File: src/rtl/crc_rx_check.sv
// ---------------------------------------------------------------------------
// crc_rx_check
//   Receives one frame per chk_start: PAYLOAD_LEN payload bytes followed by a
//   big-endian CRC-16/CCITT-FALSE (poly 0x1021, init 0xFFFF, no reflection,
//   no final XOR). Payload bytes are written to an external memory, starting
//   at address 0. The CRC carried in the frame is compared with the locally
//   computed one, and the result is reported.
//
// Ports
//   clk50m     in   system clock (rising edge)
//   rst        in   synchronous active-high reset
//   chk_start  in   pulse: arm reception of one frame (ignored while busy)
//   rx_data    in   [7:0] incoming byte
//   rx_valid   in   rx_data valid
//   rx_ready   out  byte accepted this cycle when rx_valid=1
//   mem_we     out  registered memory write strobe
//   mem_addr   out  [9:0] registered write address (held when mem_we=0)
//   mem_wdata  out  [7:0] registered write data
//   crc_value  out  [15:0] running CRC over payload bytes received so far
//   busy       out  frame in progress
//   chk_done   out  one-cycle pulse when crc_ok/crc_err become valid
//   crc_ok     out  level: last frame CRC matched
//   crc_err    out  level: last frame CRC mismatched
// ---------------------------------------------------------------------------
module crc_rx_check #(
    parameter int PAYLOAD_LEN = 1024
) (
    input  logic        clk50m,
    input  logic        rst,
    input  logic        chk_start,
    input  logic [7:0]  rx_data,
    input  logic        rx_valid,
    output logic        rx_ready,
    output logic        mem_we,
    output logic [9:0]  mem_addr,
    output logic [7:0]  mem_wdata,
    output logic [15:0] crc_value,
    output logic        busy,
    output logic        chk_done,
    output logic        crc_ok,
    output logic        crc_err
);

    localparam logic [9:0] LAST_ADDR = 10'(PAYLOAD_LEN - 1);

    typedef enum logic [2:0] {
        IDLE,
        RECV_DATA,
        RECV_CRC_HI,
        RECV_CRC_LO,
        COMPARE,
        DONE
    } state_t;

    state_t      r_state;
    state_t      w_next;
    logic [9:0]  r_addr;
    logic [15:0] r_crc;
    logic [15:0] r_rx_crc;
    logic        w_xfer;
    logic        w_last;
    logic        w_start;

    // One whole byte per call: XOR the byte into the top of the register,
    // then shift out eight bits, folding the polynomial in on each carry.
    function automatic logic [15:0] crc16_byte(input logic [15:0] c,
                                               input logic [7:0]  d);
        logic [15:0] r;
        r = c ^ {d, 8'h00};
        for (int i = 0; i < 8; i++) begin
            r = r[15] ? ((r << 1) ^ 16'h1021) : (r << 1);
        end
        return r;
    endfunction

    assign w_xfer    = rx_valid & rx_ready;
    assign w_last    = (r_addr == LAST_ADDR);
    assign w_start   = chk_start & ((r_state == IDLE) | (r_state == DONE));
    assign crc_value = r_crc;

    // State register
    always_ff @(posedge clk50m) begin
        if (rst) r_state <= IDLE;
        else     r_state <= w_next;
    end

    // Next state and state-decoded outputs
    always_comb begin
        w_next   = r_state;
        rx_ready = 1'b0;
        busy     = 1'b0;
        case (r_state)
            IDLE: begin
                if (chk_start) w_next = RECV_DATA;
            end
            RECV_DATA: begin
                rx_ready = 1'b1;
                busy     = 1'b1;
                if (w_xfer && w_last) w_next = RECV_CRC_HI;
            end
            RECV_CRC_HI: begin
                rx_ready = 1'b1;
                busy     = 1'b1;
                if (w_xfer) w_next = RECV_CRC_LO;
            end
            RECV_CRC_LO: begin
                rx_ready = 1'b1;
                busy     = 1'b1;
                if (w_xfer) w_next = COMPARE;
            end
            COMPARE: begin
                busy   = 1'b1;
                w_next = DONE;
            end
            DONE: begin
                if (chk_start) w_next = RECV_DATA;
            end
            default: w_next = IDLE;
        endcase
    end

    // Datapath: address counter, CRC, memory port, result flags
    always_ff @(posedge clk50m) begin
        if (rst) begin
            r_addr    <= 10'd0;
            r_crc     <= 16'hFFFF;
            r_rx_crc  <= 16'h0000;
            mem_we    <= 1'b0;
            mem_addr  <= 10'd0;
            mem_wdata <= 8'h00;
            chk_done  <= 1'b0;
            crc_ok    <= 1'b0;
            crc_err   <= 1'b0;
        end else begin
            mem_we   <= 1'b0;
            chk_done <= 1'b0;
            if (w_start) begin
                r_addr  <= 10'd0;
                r_crc   <= 16'hFFFF;
                crc_ok  <= 1'b0;
                crc_err <= 1'b0;
            end
            case (r_state)
                RECV_DATA: begin
                    if (w_xfer) begin
                        mem_we    <= 1'b1;
                        mem_addr  <= r_addr;
                        mem_wdata <= rx_data;
                        r_crc     <= crc16_byte(r_crc, rx_data);
                        // Counter parks on the last address instead of wrapping.
                        if (!w_last) r_addr <= r_addr + 10'd1;
                    end
                end
                RECV_CRC_HI: if (w_xfer) r_rx_crc[15:8] <= rx_data;
                RECV_CRC_LO: if (w_xfer) r_rx_crc[7:0]  <= rx_data;
                COMPARE: begin
                    // Registered here so the flags and the pulse appear
                    // together on the first DONE cycle.
                    chk_done <= 1'b1;
                    crc_ok   <= (r_crc == r_rx_crc);
                    crc_err  <= (r_crc != r_rx_crc);
                end
                default: ;
            endcase
        end
    end

endmodule

File: config.mk
export PLATFORM = sky130hd
export DESIGN_NAME = crc_rx_check
export DESIGN_NICKNAME = d
export VERILOG_FILES = /design/src/rtl/crc_rx_check.sv
export SDC_FILE = /design/constraint.sdc
export NUM_CORES = 1
export LEC_CHECK = 0
export ABC_AREA = 0
export CELL_PAD_IN_SITES_DETAIL_PLACEMENT = 1
export CELL_PAD_IN_SITES_GLOBAL_PLACEMENT = 2
export CORE_UTILIZATION = 31
export DETAILED_ROUTE_END_ITERATION = 8
export PLACE_DENSITY_LB_ADDON = 0.1
export SYNTH_ARGS = -nofsm -noshare
export SYNTH_HDL_FRONTEND = slang
export SYNTH_SLANG_ARGS = --single-unit
File: constraint.sdc
create_clock -name clk50m -period 2.1 [get_ports clk50m]
set_input_delay 0.525 -clock clk50m [delete_from_list [all_inputs] [get_ports clk50m]]
set_output_delay 0.525 -clock clk50m [all_outputs]
set_load 0.005 [all_outputs]
==> Word level (Yosys, flattened, before mapping) <==
Index checks and enable logic that the tools add are counted.
{ "op_classes": {"n_bitwise": 13, "eq_ne": 12, "muxes": 27, "addsub": 1, "n_reduce_logical": 11} }
{ "ops": {"columns": ["op", "count"], "rows": [
  ["13-bit two-way mux", 8],
  ["16-bit two-way mux", 3],
  ["10-bit two-way mux", 4],
  ["3-bit NOT", 8],
  ["16-bit == test", 1],
  ["16-bit != test", 1],
  ["16-bit XOR", 1],
  ["3-bit case mux with 5 select lines", 1],
  ["3-bit two-way mux", 4],
  ["10-bit by 1-bit adder with 10-bit output (second input constant)", 1],
  ["10-bit == test (second input constant)", 1],
  ["1-bit two-way mux", 7],
  ["3-bit by 2-bit == test with 1-bit output (second input constant)", 2],
  ["3-bit == test (second input constant)", 2],
  ["2-bit != test (second input constant)", 3],
  ["2-bit AND reduction", 3],
  ["4-bit AND reduction", 1],
  ["2-bit OR reduction", 2],
  ["4-bit OR reduction", 1],
  ["3-bit by 1-bit == test with 1-bit output (second input constant)", 1],
  ["3-bit zero test", 1],
  ["3-bit OR reduction", 1],
  ["1-bit bitwise AND", 2],
  ["2-bit by 1-bit != test with 1-bit output (second input constant)", 1],
  ["other kinds (4)", 4]
]} }
{ "totals": {"output_inout_bits": 40, "register_bits": 67, "elab_cells": 75, "in_bits": 12} }

==> Logic depth before layout (Yosys ltp) <==
Gate-level depths: netlist of run 1.
{ "depth": {"ltp_word": 19, "depth_mapped": 7, "depth_no_buf": 5} }

==> Worst setup path after synthesis of run 1 <==
OpenSTA, ideal clock, no wires.
{ "synth_path": {"path_type": "register to register", "start": "reg r_addr[0]", "end": "reg r_addr[5]", "n_path_buf": 1, "required_ps": 2044, "setup_time_ps": 56, "t_arrival_ps": 1556, "path_slack_ps": 488, "path_stages_with_launch": 7, "synth_period_minus_slack_ps": 1612, "cell_sequence": "dfxtp_1 > ha_1 > and4_1 > buf_6 > a311oi_2 > nor3b_1 > a211o_2"} }
{ "synth_via": {"elab_chain_len": 4, "word_cells_on_any_way": 5, "cone_classes": "add/sub: 1; eq/ne: 1; mux: 3"} }
{ "synth_rtl": {"columns": ["element", "line_no", "text"], "rows": [
  ["start, declared", "57", "logic [9:0] r_addr;"],
  ["start signal, assigned", "151", "if (!w_last) r_addr <= r_addr + 10'd1;"],
  ["10-bit by 1-bit adder with 10-bit output or 10-bit == test (tied branches)", "151, 77", null],
  ["10-bit two-way mux (*)", "151", null],
  ["10-bit two-way mux (*)", "145", "if (w_xfer) begin"],
  ["10-bit two-way mux (*)", "143", "case (r_state)"]
]} }
Mark *: on every way between the ends. The rest lies on a longest branch, timed or not.
A chain may end at the register's enable or synchronous reset.

==> Final worst setup path of run 1 <==
{ "layout_path": {"start": "reg r_state[0]", "end": "out busy"} }
{ "layout_via": {"elab_chain_len": 3, "word_cells_on_any_way": 6, "cone_classes": "eq/ne: 4; mux: 1; reduce/logical: 1"} }
{ "layout_rtl": {"columns": ["element", "line_no", "text"], "rows": [
  ["start, declared", "55", "state_t r_state;"],
  ["start signal, assigned", "84", "else r_state <= w_next;"],
  ["3-bit by 2-bit == test with 1-bit output, or another cell as far along", "92", "case (r_state)"],
  ["4-bit OR reduction (no line) (*)", null, null],
  ["1-bit two-way mux (*)", "92", null],
  ["end, declared", "38", "output logic busy,"]
]} }
Marks and branches as above.

==> impl_metrics.toml, run 1 <==
[logic_synthesis]
yosysSeqAreaShare = 0.4422
synth_nets = 364
synth_compound_area_frac = 0.1729
synth.area.mux_share = 0.003713
synth_ff_type = "dfxtp_1"
synth_area_mm2 = 0.003033
synth-seq-cells = 67
async_reset_ff_frac = 0
avgSynthCellArea_um2 = 8.641
ys_types = 56
synth_edf_count = 0
synthAdderAreaFrac = 0.004125
synth_top_family_by_area = "simple AND/OR/NAND/NOR gates"
synthSimpleGateAreaFrac = 0.2145
synthCells = 351
synth-xor-area-share = 0.1242
yosys_warnings = 0

[timing]
post-route-min-period_ns = 2.020
maxSlewHeadroom = 0.6180
post-route-period-util = 0.9619
worstMarginPinSlew_ns = 0.5678
grt_setup_unrepaired = "false"
finClkSkew_ns = 0.008697
fin_tns_setup_ns = 0
max_freq_mhz = 495.0
hold_ws_ns = 0.4553
hold_viol = 0
timing.final.max_slew_violations = 0
finalSetupViolations = 0
fin_ws_ns = 0.07991

[floorplanning]
die-area_mm2 = 0.01018
die_h_um = 100.9
core-area_mm2 = 0.009371
num_rows = 35
die_x_um = 100.9
initial_core_util = 0.3236
io_pins = 52

[layout]
n_antenna_cell = 0
syn2layout_area_growth_pct = 35.19
fin_area_mm2 = 0.004100
drive_above_1_share = 0.1551
final_nets = 440

[global_routing]
grt_pass1_wl_um = 14570
overflow = 0
grt_pass1_vias = 2819
grt_max_degree = 35
global_route.usage.total = 0.1881
antenna_found_initial = 0

[critical_path]
worstPathRequired_ns = 1.57
start_kind = "register"
critical_path_class = "register to output port"
endpoint_kind = "output port"
worst-path-max-fanout = 3
crit_arrival_ns = 1.50

[placement]
place_hpwl_um = 6513
portBuffers = 51
post-place-ws_ns = -0.09987
dpl_cell_area_mm2 = 0.003874
gp_congestion = 0.7557

[job]
drv_cap = 0

[drt]
drc = 0
ant_nets = 0
firstDrtPassIters = 4
drt_iter0_drc = 81
wl_per_cell_um = 15.79
viasPerCell = 4.788
routed_wl_um = 8860
num_vias = 2686

[cts]
clk_latency_ns = 0.35
cts-htree-levels = 3
cts-hold-fix-buffers = 0
clk_pin_slew_ns = 0.07
post_cts_buffers = 0
cts_made_buffers = 9
cts_sinks = 67
cts_tree = "yes"
cts_root_buf = "clkbuf_8"
cts_buffer_depth = 2

[pwr]
power_per_cell_area_mw_per_mm2 = 726.7
fin_total_pwr_mw = 2.979
p_leak_nw = 1.491
ir_drop_v = 0.0002834

[hold_path]
worstHoldPathType = "register to register"

[status]
status = "complete, no violations"
area by class of cell:
| class | count | area [um^2] |
|---|---|---|
| Fill cell | 1133 | 5271 |
| Multi-Input combinational cell | 260 | 1583 |
| Sequential cell | 67 | 1343 |
| Timing Repair Buffer | 87 | 788.3 |
| Tap cell | 129 | 161.4 |
| Clock buffer | 10 | 127.6 |
| Clock inverter | 6 | 90.09 |
| Inverter | 2 | 7.507 |
timing repair:
item / in CTS / in global routing
resized for setup: 2 / 1
setup endpoints to repair: 1 / 1
hold endpoints to repair: 0 / 0
layout by cell type, fill, tap and decap left out, types with 3 or more instances in the layout:
master	instances
nand2_1	78
dfxtp_1	66
nand3b_1	4
o21bai_1	8
nor4_1	4
clkdlybuf4s50_1	50
nor2_1	15
buf_4	35
or3_1	3
a21oi_1	40
clkbuf_8	9
nor3_1	10
a2bb2oi_1	8
xnor2_1	18
xor2_1	25
layer usage:
metal | part of all wire | wire length, um | global-route usage | up-vias
li1 | - | - | - | 1346
met1 | 0.50 | 4466 | 0.2576 | 1284
met2 | 0.45 | 4012 | 0.2972 | 48
met3 | 0.032 | 287 | 0.03675 | 8
met4 | 0.010 | 93 | 0.06020 | 0
met5 | 0 | 0 | 0 | -
worst paths after layout:
kind	from	slack, ns	to	cells past startpoint
worst max-delay path	r_state[0]	0.08	busy	3
worst min-delay path	mem_addr[3]	0.46	mem_addr[3]	2
worst max register to register	r_addr[0]	0.27	r_addr[4]	6
worst min register to register	mem_addr[3]	0.46	mem_addr[3]	2
kinds of logic after synthesis:
kind of cell	after synthesis
AOI/OAI and AO/OA	77
DFF	67
muxes	1
buffers and inverters	24
xor gates and xnor gates	43
adders and majority gates	1
and+or+nand+nor	138
critical path, cell delays in order, from the launching register on:
cell and delay (ns):
dfxtp_1 0.34, nor2_4 0.15, xnor2_1 0.13, clkdlybuf4s50_1 0.53
synthesized netlist by cell type, types with 3 or more instances:
cell type   n  share of area
nor3_1     10          0.017
o21bai_1    8          0.020
dfxtp_1    67           0.44
a2bb2oi_1   8          0.023
a21oi_1    40          0.066
xor2_1     25          0.072
nor4_1      4         0.0082
xnor2_1    18          0.052
buf_2       9          0.015
nor2_1     16          0.020
nand2_1    78          0.097
clkbuf_1    8         0.0099
nand3b_1    4         0.0099
or3_1       3         0.0062
sequential cells by signal, summed over array words and instances, names as in the netlist:
signal and flops:
mem_wdata 8, r_rx_crc 16, crc_value 16, crc_ok 1
mem_we 1, r_state 3, chk_done 1, mem_addr 10
crc_err 1, r_addr 10
report_power, final:
group	switching, mW	internal, mW	leakage (nW)
clock	0.532	0.671	0.106
sequential	0.0369	1.30	0.543
combinational	0.207	0.232	0.842
total	0.776	2.20	1.49
metrics by stage:
| step | utilization | std cells |
|---|---|---|
| 5_1_grt | 0.4375 | 561 |
| 3_3_place_gp | 0.4134 | 545 |
| 6_report | 0.4375 | 561 |
| 3_5_place_dp | 0.4134 | 545 |
| 2_1_floorplan | - | 351 |
| 4_1_cts | 0.4370 | 561 |
Power figures use the tool's default switching activity.
==> run 2, diff against run 1 <==
==> constraint.sdc (replaced) <==
create_clock -name clk50m -period 2.25 [get_ports clk50m]
set_input_delay 0.5625 -clock clk50m [delete_from_list [all_inputs] [get_ports clk50m]]
set_output_delay 0.5625 -clock clk50m [all_outputs]
set_load 0.005 [all_outputs]
==> impl_metrics.toml, run 2 (synthesis results as in run 1) <==
[drt]
dr_wl_met3_um = 253
wl_met2_um = 3784
top_layer_used = "met4"
num_vias = 2659
firstDrtPassIters = 4
met1Wirelength_um = 4452
viasPerCell = 4.843
drc = 0
ant_nets = 0
wl_per_cell_um = 15.61
routed_wl_um = 8572
drt_iter0_drc = 69

[cts]
cts_buffer_depth = 2
post_cts_buffers = 0
clk_latency_ns = 0.34
cts_root_buf = "clkbuf_8"
cts_tree = "yes"
clk_pin_slew_ns = 0.08
cts_made_buffers = 9
cts-htree-levels = 3
cts_sinks = 67

[timing]
fin_ws_ns = 0.1175
max_freq_mhz = 468.9
maxSlewHeadroom = 0.5818
post-route-min-period_ns = 2.133
hold_viol = 0
grt_setup_unrepaired = "false"
worstMarginPinSlew_ns = 0.6216
post-route-period-util = 0.9478
finalSetupViolations = 0
timing.final.max_slew_violations = 0
fin_tns_setup_ns = 0
finClkSkew_ns = 0.005807
hold_ws_ns = 0.4558

[floorplanning]
die-area_mm2 = 0.01018
die_x_um = 100.9
initial_core_util = 0.3236
num_rows = 35
die_h_um = 100.9
io_pins = 52
core-area_mm2 = 0.009371

[pwr]
fin_total_pwr_mw = 2.744
seqPwrFrac = 0.455
power_per_cell_area_mw_per_mm2 = 687.5
sw_frac_of_total = 0.2596
p_sw_uw = 712.2
comb_power_share = 0.137
internal_power_mw = 2.032
ir_drop_v = 0.0002803
p_leak_nw = 1.425
clockPowerShare = 0.407

[layout]
syn2layout_area_growth_pct = 31.60
fin_area_mm2 = 0.003991
final_cells = 549
post-route-util = 0.4259
n_antenna_cell = 0
final_common_cell = "nand2_1"
drive_above_1_share = 0.1310
final_nets = 428
final_cell_mix = "nand2_1 (78), dfxtp_1 (65), clkdlybuf4s50_1 (50)"

[global_routing]
grt_pass1_vias = 2675
grt_max_degree = 23
global_route.usage.total = 0.1812
overflow = 0
grt_pass1_wl_um = 14140
antenna_found_initial = 0

[critical_path]
rr_startpoint = "r_addr[1]"
endpoint_kind = "output port"
reg2reg_slack_ns = 0.29
cp_slowest_cell = "clkdlybuf4s50_1"
setup.worst_path.end = "busy"
worstPathRequired_ns = 1.69
worst-path-max-fanout = 10
cp_cell_sequence = "nor2_1, xnor2_1, clkdlybuf4s50_1"
crit_arrival_ns = 1.57
r2r-end = "r_addr[5]"
ff2ff_path_depth = 5
start_kind = "register"
startpoint = "r_state[1]"
cpPeakStageDelay_ns = 0.52
critical_path_class = "register to output port"

[job]
drv_cap = 0

[status]
status = "complete, no violations"

[placement]
post-place-ws_ns = 0.04327
dpl_cell_area_mm2 = 0.003771
gp_congestion = 0.7451
place_inst = 533
place_hpwl_um = 6286
portBuffers = 51

[hold_path]
holdCritStartpoint = "mem_addr[4]"
worstHoldPathType = "register to register"
-- run 2: cell type report --
class	count	area, um^2
Fill cell	1129	5380
Multi-Input combinational cell	260	1575
Sequential cell	67	1344
Timing Repair Buffer	75	685.7
Tap cell	129	161.4
Clock buffer	10	127.6
Clock inverter	6	90.09
Inverter	2	7.507
-- run 2: repair_timing --
| action | in CTS | in global routing |
|---|---|---|
| gates resized for setup | 0 | 2 |
| endpoints found under the setup margin | 0 | 1 |
| hold buffers | 0 | 0 |
-- run 2: power by group through the flow --
stage | logic, mW | clock network, mW | registers [mW]
floorplan | 0.208 | 0 | 1.27
global placement | 0.374 | 0 | 1.28
detailed placement | 0.379 | 0 | 1.28
CTS | 0.382 | 1.15 | 1.25
global route | 0.413 | 1.20 | 1.25
finish | 0.377 | 1.12 | 1.25
-- run 2: worst min-delay path by stage --
stage,to,cells past startpoint,slack (ns)
2_1_floorplan,r_rx_crc[0],2,0.45
3_3_place_gp,mem_wdata[0],2,0.44
3_5_place_dp,mem_addr[4],2,0.45
4_1_cts,mem_addr[4],2,0.46
5_1_grt,mem_addr[1],2,0.48
6_report,mem_addr[4],2,0.46
-- run 2: worst max-delay path: cells and delay by family, from the launching register on --
family	cells	cell delay, ns
XOR/XNOR	1	0.14
buffers and inverters	1	0.52
flip-flops	1	0.37
AND/OR/NAND/NOR	1	0.20
-- run 2: routing by layer --
layer | up-vias | track usage
met2 | 52 | 0.2798
met5 | - | 0
met3 | 6 | 0.02774
met4 | 0 | 0.07023
li1 | 1322 | -
met1 | 1279 | 0.2532
